--- config.mk ---
export PLATFORM = sky130hd
export DESIGN_NAME = store_narrow
export DESIGN_NICKNAME = d
export VERILOG_FILES = /design/src/rtl/store_pkg.sv /design/src/rtl/store_lane_align.sv /design/src/rtl/store_narrow.sv
export SDC_FILE = /design/constraint.sdc
export NUM_CORES = 1
export LEC_CHECK = 0
export CAP_MARGIN = 20
export CORE_ASPECT_RATIO = 0.9
export CORE_UTILIZATION = 42
export CTS_CLUSTER_DIAMETER = 40
export DETAILED_ROUTE_END_ITERATION = 8
export PLACE_DENSITY_LB_ADDON = 0.08
export SLEW_MARGIN = 0
export SYNTH_ARGS = -nofsm -noshare
export SYNTH_HDL_FRONTEND = slang
export SYNTH_SLANG_ARGS = --single-unit
--- constraint.sdc ---
create_clock -name clk -period 2.3 [get_ports clk]
set_clock_uncertainty 0.1 [all_clocks]
set_input_delay 0.46 -clock clk [delete_from_list [all_inputs] [get_ports clk]]
set_output_delay 0.46 -clock clk [all_outputs]
set_load 0.05 [all_outputs]
--- src/rtl/store_pkg.sv ---
// Shared encodings for the narrow-store path: access sizes, error codes, FSM states
// and the alignment rule used to classify requests.
package store_pkg;

    localparam logic [1:0] SZ_BYTE = 2'b00;
    localparam logic [1:0] SZ_HALF = 2'b01;
    localparam logic [1:0] SZ_WORD = 2'b10;
    localparam logic [1:0] SZ_RSVD = 2'b11;

    localparam logic [1:0] ERR_NONE     = 2'b00;
    localparam logic [1:0] ERR_MISALIGN = 2'b01;
    localparam logic [1:0] ERR_SIZE     = 2'b10;

    typedef enum logic [1:0] {
        ST_IDLE  = 2'd0,
        ST_BEAT1 = 2'd1,
        ST_BEAT2 = 2'd2
    } state_e;

    function automatic logic is_misaligned(input logic [1:0] size, input logic [1:0] off);
        return ((size == SZ_HALF) && off[0]) || ((size == SZ_WORD) && (off != 2'b00));
    endfunction

endpackage

--- src/rtl/store_lane_align.sv ---
// Places the right-justified store value onto byte lanes across a two-word window;
// the low word feeds the first beat and the high word a possible second beat.
module store_lane_align
    import store_pkg::*;
(
    input  logic [1:0]  size,
    input  logic [1:0]  off,
    input  logic [31:0] data,
    output logic [63:0] shifted,
    output logic [7:0]  lanes
);

    logic [3:0]  mask;
    logic [31:0] kept;

    always_comb begin
        mask = 4'b0000;
        kept = 32'h0;
        case (size)
            SZ_BYTE: begin mask = 4'b0001; kept = {24'h0, data[7:0]};  end
            SZ_HALF: begin mask = 4'b0011; kept = {16'h0, data[15:0]}; end
            SZ_WORD: begin mask = 4'b1111; kept = data;                end
            default: begin mask = 4'b0000; kept = 32'h0;               end
        endcase
        lanes   = {4'b0000, mask} << off;
        // Bits above the stored size are dropped so disabled lanes stay zero.
        shifted = {32'h0, kept} << {off, 3'b000};
    end

endmodule

--- src/rtl/store_narrow.sv ---
// Converts byte/halfword/word store requests into word-aligned memory beats with byte enables.
// Define STORE_MISALIGN_SPLIT_EN to split misaligned stores into two beats instead of erroring.
module store_narrow
    import store_pkg::*;
(
    input  logic        clk,
    input  logic        rst_n,
    input  logic        req_valid,
    output logic        req_ready,
    input  logic [31:0] req_addr,
    input  logic [31:0] req_data,
    input  logic [1:0]  req_size,
    output logic        mem_valid,
    input  logic        mem_ready,
    output logic [31:0] mem_addr,
    output logic [31:0] mem_wdata,
    output logic [3:0]  mem_be,
    output logic        err_valid,
    output logic [1:0]  err_code
);

`ifdef STORE_MISALIGN_SPLIT_EN
    localparam logic SPLIT_EN = 1'b1;
`else
    localparam logic SPLIT_EN = 1'b0;
`endif

    state_e      state_q, state_d;
    logic [31:0] addr_q, addr_d;
    logic [31:0] wdata_q, wdata_d;
    logic [31:0] hi_wdata_q, hi_wdata_d;
    logic [3:0]  be_q, be_d;
    logic [3:0]  hi_be_q, hi_be_d;
    logic        split_q, split_d;
    logic        err_valid_q, err_valid_d;
    logic [1:0]  err_code_q, err_code_d;

    logic [63:0] al_shifted;
    logic [7:0]  al_lanes;
    logic        misal;
    logic        accept;

    store_lane_align u_align (
        .size    (req_size),
        .off     (req_addr[1:0]),
        .data    (req_data),
        .shifted (al_shifted),
        .lanes   (al_lanes)
    );

    assign misal     = is_misaligned(req_size, req_addr[1:0]);
    // A split holds off new requests until its second beat is on the bus.
    assign req_ready = (state_q == ST_IDLE) ||
                       (mem_ready && ((state_q == ST_BEAT2) ||
                                      ((state_q == ST_BEAT1) && !split_q)));
    assign accept    = req_valid && req_ready;

    always_comb begin
        state_d     = state_q;
        addr_d      = addr_q;
        wdata_d     = wdata_q;
        be_d        = be_q;
        hi_wdata_d  = hi_wdata_q;
        hi_be_d     = hi_be_q;
        split_d     = split_q;
        err_valid_d = 1'b0;
        err_code_d  = ERR_NONE;

        if (mem_ready && (state_q != ST_IDLE)) begin
            if ((state_q == ST_BEAT1) && split_q) begin
                state_d = ST_BEAT2;
                addr_d  = addr_q + 32'd4;
                wdata_d = hi_wdata_q;
                be_d    = hi_be_q;
                split_d = 1'b0;
            end else begin
                state_d = ST_IDLE;
            end
        end

        if (accept) begin
            state_d = ST_IDLE;
            split_d = 1'b0;
            if (req_size == SZ_RSVD) begin
                err_valid_d = 1'b1;
                err_code_d  = ERR_SIZE;
            end else if (misal && !SPLIT_EN) begin
                err_valid_d = 1'b1;
                err_code_d  = ERR_MISALIGN;
            end else begin
                state_d    = ST_BEAT1;
                addr_d     = {req_addr[31:2], 2'b00};
                be_d       = al_lanes[3:0];
                wdata_d    = al_shifted[31:0];
                hi_be_d    = al_lanes[7:4];
                hi_wdata_d = al_shifted[63:32];
                split_d    = misal;
            end
        end
    end

    always_ff @(posedge clk) begin
        if (!rst_n) begin
            state_q     <= ST_IDLE;
            addr_q      <= 32'h0;
            wdata_q     <= 32'h0;
            be_q        <= 4'h0;
            hi_wdata_q  <= 32'h0;
            hi_be_q     <= 4'h0;
            split_q     <= 1'b0;
            err_valid_q <= 1'b0;
            err_code_q  <= ERR_NONE;
        end else begin
            state_q     <= state_d;
            addr_q      <= addr_d;
            wdata_q     <= wdata_d;
            be_q        <= be_d;
            hi_wdata_q  <= hi_wdata_d;
            hi_be_q     <= hi_be_d;
            split_q     <= split_d;
            err_valid_q <= err_valid_d;
            err_code_q  <= err_code_d;
        end
    end

    assign mem_valid = (state_q == ST_BEAT1) || (state_q == ST_BEAT2);
    assign mem_addr  = addr_q;
    assign mem_wdata = wdata_q;
    assign mem_be    = be_q;
    assign err_valid = err_valid_q;
    assign err_code  = err_code_q;

endmodule

-- Word level (Yosys, flattened, before mapping)
Index checks and enable logic that the tools add are counted.
- eq/ne operators: 5
- shifts and indexed selects: 2
- mux-type cells: 19
- bitwise gates (word level): 4
- reduce and logical (&&, ||, !) cells: 16
- operators with widths (operator ; number):
    2-to-1 mux 32 bit ; 6
    case mux 32 bit (3 select lines) ; 1
    left shift 32 x 5 -> 32 bit ; 1
    2-to-1 mux 4 bit ; 3
    case mux 4 bit (3 select lines) ; 1
    == test 2 bit (second input constant) ; 3
    2-to-1 mux 2 bit ; 3
    nonzero test 2 bit ; 3
    logical AND 1 bit ; 5
    2-to-1 mux 1 bit ; 5
    == test 2 x 1 -> 1 bit (second input constant) ; 2
    logical NOT 2 bit ; 2
    inverter 1 bit ; 4
    left shift 4 x 2 -> 4 bit ; 1
    logical OR 1 bit ; 3
    AND reduction 3 bit ; 1
    OR reduction 3 bit ; 1
    AND reduction 2 bit ; 1
- register bits after elaboration: 73
- output and inout port bits: 73
- logic and storage cells: 53

-- Depth between registers and ports, before layout
- depth in word-level cells: 7
- mapped depth: 8

-- Modules after synthesis
A second synthesis with hierarchy kept.
- cells, all modules: 460
- area, all modules: 3940.0 µm²
- by module, submodules not included (module ; instances ; cells each ; area an instance (µm²) ; sequential area each (µm²)):
    store_narrow ; 1 ; 308 ; 2846.5 ; 1401.3
    store_lane_align ; 1 ; 152 ; 1093.5 ; 0.0

-- Worst setup path after synthesis
No wires, ideal clock.
- path kind: register to register
- start: reg state_q[0]
- end: reg wdata_q[10], in the netlist mem_wdata[10]
- library setup time: 0.060 ns
- arrival: 2.025 ns
- required time: 2.140 ns
- slack: 0.115 ns
- stages on the path, launching flop included: 7
- cells stage by stage: dfxtp_1 nand2b_1 and2_1 buf_2 a21oi_4 buf_6 a22o_1
- cells in the longest elaborated chain, start to end: 6
- elaborated cells on any way between the ends: 8
- classes of those cells: eq/ne: 2; reduce/logical: 6
- RTL lines (element ; line ; text):
    start, declared ; store_narrow.sv:28 ; state_e state_q, state_d;
    start signal, assigned ; store_narrow.sv:114 ; state_q <= state_d;
    == test 2 x 1 -> 1 bit / == test 2 bit (equally long branches) ; store_narrow.sv:55, store_narrow.sv:54 ;
    logical OR 1 bit ; store_narrow.sv:54 ; (mem_ready && ((state_q == ST_BEAT2) ||
    logical AND 1 bit ; store_narrow.sv:54 ;
    logical OR 1 bit (*) ; store_narrow.sv:53 ; assign req_ready = (state_q == ST_IDLE) ||
    net req_ready ; store_narrow.sv:9 ; output logic req_ready,
    logical AND 1 bit (*) ; store_narrow.sv:56 ; assign accept = req_valid && req_ready;
    AND reduction 3 bit (no source line) (*) ; n/a ;
    end signal, assigned ; store_narrow.sv:116 ; wdata_q <= wdata_d;
    end, declared ; store_narrow.sv:30 ; logic [31:0] wdata_q, wdata_d;
The timed path passes the listed nets; every way through them passes the cells marked *.
A chain may end at the register's enable or synchronous reset.

-- Final worst setup path
- start: in req_size[1]
- end: reg wdata_q[26], in the netlist mem_wdata[26]
- cells in the longest elaborated chain, start to end: 6
- elaborated cells on any way between the ends: 15
- classes of those cells: eq/ne: 3; shift: 1; mux: 4; bitwise: 2; reduce/logical: 5
- RTL lines (element ; line ; text):
    start, declared ; store_narrow.sv:12 ; input logic [1:0] req_size,
    == test 2 bit (tied with other cells) ; store_pkg.sv:21, store_lane_align.sv:19 ;
    case mux 32 bit (3 select lines) ; store_lane_align.sv:19 ; case (size)
    left shift 32 x 5 -> 32 bit ; store_lane_align.sv:27 ; shifted = {32'h0, kept} << {off, 3'b000};
    2-to-1 mux 32 bit ; store_narrow.sv:87 ; end else if (misal && !SPLIT_EN) begin
    2-to-1 mux 32 bit ; store_narrow.sv:84 ; if (req_size == SZ_RSVD) begin
    2-to-1 mux 32 bit ; store_narrow.sv:81 ; if (accept) begin
Several ways; a longest one is shown, not always the timed one. The select of a mux whose other input is x is not followed.

==> run_results.csv <==
group,metric,value,unit
route,detail_route.vias_per_cell,5.59,
sta,finalWorstPathRequiredPeriod,2.24,ns
finish,antenna_cells,0,
logic_synthesis,synth_top_cell_area_share,43.6,%
clocking,insertion_delay,0.34,ns
setup_path,cp.required,2.42,ns
logic_synthesis,async_flop_share,0,%
finish,nFillCells,568,
grt,grt_max_degree,44,
logic_synthesis,synth_cell_types,44,
route,routed_wl,9740,um
worst_hold_path,whs_path_depth,2,
clocking,cts_made_buffers,9,
setup_path,crit_type,"primary input to flop",
logic_synthesis,synth_most_common_cell,"dfxtp_1",
floorplan,dieArea,8000,sq um
finish,drive_gt1_share,13.5,%
placement,place_ws,-0.378,ns
floorplan,core-area,7220,sq um
sta,relSlewSlack,64.2,%
power_and_ir_drop,max-vdd-ir-drop,0.000401,V
grt,grtUsageTotal,24.0,%
sta,hold_viol_final,0,
sta,timing.final.ws_setup,0.0640,ns
setup_path,critPathMaxFanout,8,
placement,gp_congestion,0.878,
logic_synthesis,synth_area_leader_cell,"dfxtp_1",
power_and_ir_drop,power.internal,2.23,mW
clocking,cts_tree,"yes",
floorplan,row_count,29,
power_and_ir_drop,p_seq_share,39.9,%
grt,grt_pass1_wl,15100,um
setup_path,worst_path_largest_cell_delay,0.53,ns
clocking,clk_pin_slew_worst_paths,0.08,ns
route,vias,3303,
route,drcViolationCount,0,
setup_path,cp-end-kind,"flop",
worst_hold_path,min-delay-start,"mem_be[3]",
floorplan,initial_core_util,44.5,%
route,ant_nets,0,
sta,period_share,97.2,%
finish,areaGrowthSynthToFinish,57.7,%
logic_synthesis,synth_area,3210,sq um
power_and_ir_drop,clkPwrFrac,31.9,%
logic_synthesis,synth_ff_type,"dfxtp_1",
route,dr.pass1.iters,5,
floorplan,die_h,85.0,um
floorplan,die_x,94.2,um
grt,grt_antenna_before_repair,0,
floorplan,ios,143,
power_and_ir_drop,swShare,32.4,%
power_and_ir_drop,power_density,651,nW/um^2
logic_synthesis,ys_seq_elements,70,
setup_path,crit_path_top_delay_cell,"clkdlybuf4s50_1",
setup_path,cp.arrival,2.35,ns
sta,slew_violations,0,
setup_path,r2r_start,"state_q[0]",
grt,grt-ovfl-total,0,
logic_synthesis,synth_area_leaders,"dfxtp_1 44%, a21oi_1 7.9%, a22o_1 6.5%",
placement,io_buffer_count,140,
setup_path,r2r_cells,5,
placement,dp_cells,573,
power_and_ir_drop,power.switching,1.07,mW
placement,hpwl,6890,um
clocking,clock_path_buffers,2,
clocking,clockRootBuffer,"clkbuf_8",
grt,grt_pass1_vias,3114,
worst_hold_path,hold_path.class,"flop to flop",
power_and_ir_drop,leakagePower,1.85,nW
sta,setup_viol_count_final,0,
sta,rsz0062_at_grt,"yes",
sta,max_freq,0.447,GHz
route,drt_iter0_drc,169,
setup_path,rrSetupSlack,0.66,ns
logic_synthesis,synth_edf_count,0,
logic_synthesis,synth_cells,347,
worst_hold_path,min_to,"mem_be[3]",
setup_path,setup.worst_path.start_class,"primary input",
power_and_ir_drop,pwr-share-comb,28.2,%
clocking,cts_hold_buf,0,
logic_synthesis,yosys-top-cells-count,"70 x dfxtp_1, 51 x a21oi_1, 33 x nand3_1, 33 x o21ai_0, 24 x a22o_1",
logic_synthesis,syn_area_per_cell,9.26,sq um
run,maxCapViolCount,0,
sta,max_slew.worst_pin.slew,0.535,ns
clocking,htreeDepth,3,
route,avgRoutedWirePerCell,16.5,um
logic_synthesis,ys_seq_area_share,43.6,%
setup_path,cp_cell_sequence,"clkdlybuf4s50_1 > inv_1 > ha_1 > or2_4 > and3_2 > a221oi_1 > a211oi_1",
finish,nets,568,
finish,stdcell_count,591,
clocking,cts.sinks,70,
logic_synthesis,ys.warnings.count,0,
setup_path,rr_endpoint,"mem_wdata[13]",
status,status,"finished clean",
[state kept, by name (all words and copies together) (netlist names)]
register	cells
mem_addr	30
err_valid	1
mem_be	4
err_code	2
mem_wdata	32
state_q	1
[metrics by stage]
stage	setup TNS, ns	power, mW	instance area, sq um	util (%)	hold WS [ns]
after CTS	0	3.31	5000	69.3	0.379
after detailed placement	-14.24	2.25	4780	66.2	0.366
after global routing	-0.0249	3.45	5070	70.2	0.402
after floorplan	0	1.88	3220	-	0.485
after global placement	-9.96	2.24	4780	66.2	0.360
final	0	3.30	5070	70.2	0.377
[power by group through the flow]
stage	clock network, mW	registers (mW)	logic, mW
global placement	0	1.34	0.897
floorplan	0	1.57	0.308
global route	1.14	1.32	0.985
CTS	1.08	1.32	0.906
finish	1.05	1.32	0.930
detailed placement	0	1.34	0.902
[routing by layer]
| metal | up-vias | GRT usage, % | wire, um |
|---|---|---|---|
| met5 | - | 0 | 0 |
| met4 | 0 | 7.27 | 146 |
| met3 | 18 | 7.80 | 759 |
| met2 | 142 | 37.2 | 4520 |
| met1 | 1552 | 31.6 | 4310 |
| li1 | 1591 | - | - |
[what timing repair did]
action / in CTS / in global routing
gates resized for setup: 1 / 9
gates cloned: 0 / 1
endpoints found under the setup margin: 1 / 29
pin swaps: 0 / 0
buffers inserted: 0 / 1
[cell usage in the layout (no fill, tap or decap), types with 6 or more instances in the layout]
cell,count
a221oi_1,6
mux2i_1,8
o21ai_0,33
a22o_1,24
clkbuf_8,11
nand2b_1,6
clkdlybuf4s50_1,139
dfxtp_1,70
nor2_1,9
a32oi_1,6
buf_4,24
nand3_1,33
a21oi_1,51
a211oi_1,15
[layout make-up]
cell class	instances	area (sq um)	area share (%)
clock buffers	11	151	2.99
clock inverters	5	63.8	1.26
inverters	4	15.0	0.296
multi-input cells	239	1630	32.1
flip-flops and latches	70	1400	27.6
well taps	93	116	2.30
repair buffers	169	1690	33.4
[worst max-delay path, delay by kind of cell]
family,cells,cell delay [ns]
buffers and inverters,2,0.61
AND/OR/NAND/NOR,2,0.59
AO/OA/AOI/OAI,2,0.44
adder cells (fa/ha/maj),1,0.26
[worst max-delay path by stage]
stage	start	cells after the start	slack, ns	endpoint
after CTS	req_size[1]	7	0.004	mem_wdata[26]
after floorplan	state_q[0]	6	0.11	mem_wdata[10]
after global placement	req_size[1]	7	-0.27	mem_wdata[30]
final	req_size[1]	7	0.06	mem_wdata[26]
after global routing	req_size[1]	7	-0.02	mem_wdata[26]
after detailed placement	req_size[1]	7	-0.38	mem_wdata[30]
[cell families after synthesis]
logic type | count (synthesis) | synth area share (%)
AOI/OAI and AO/OA | 153 | 31.8
adders and majority gates | 5 | 1.95
buffers and inverters | 39 | 6.81
DFF | 70 | 43.6
muxes | 8 | 2.49
other | 1 | 0.117
and+or+nand+nor | 71 | 13.2
No activity file was read; power rests on OpenSTA's default activity.
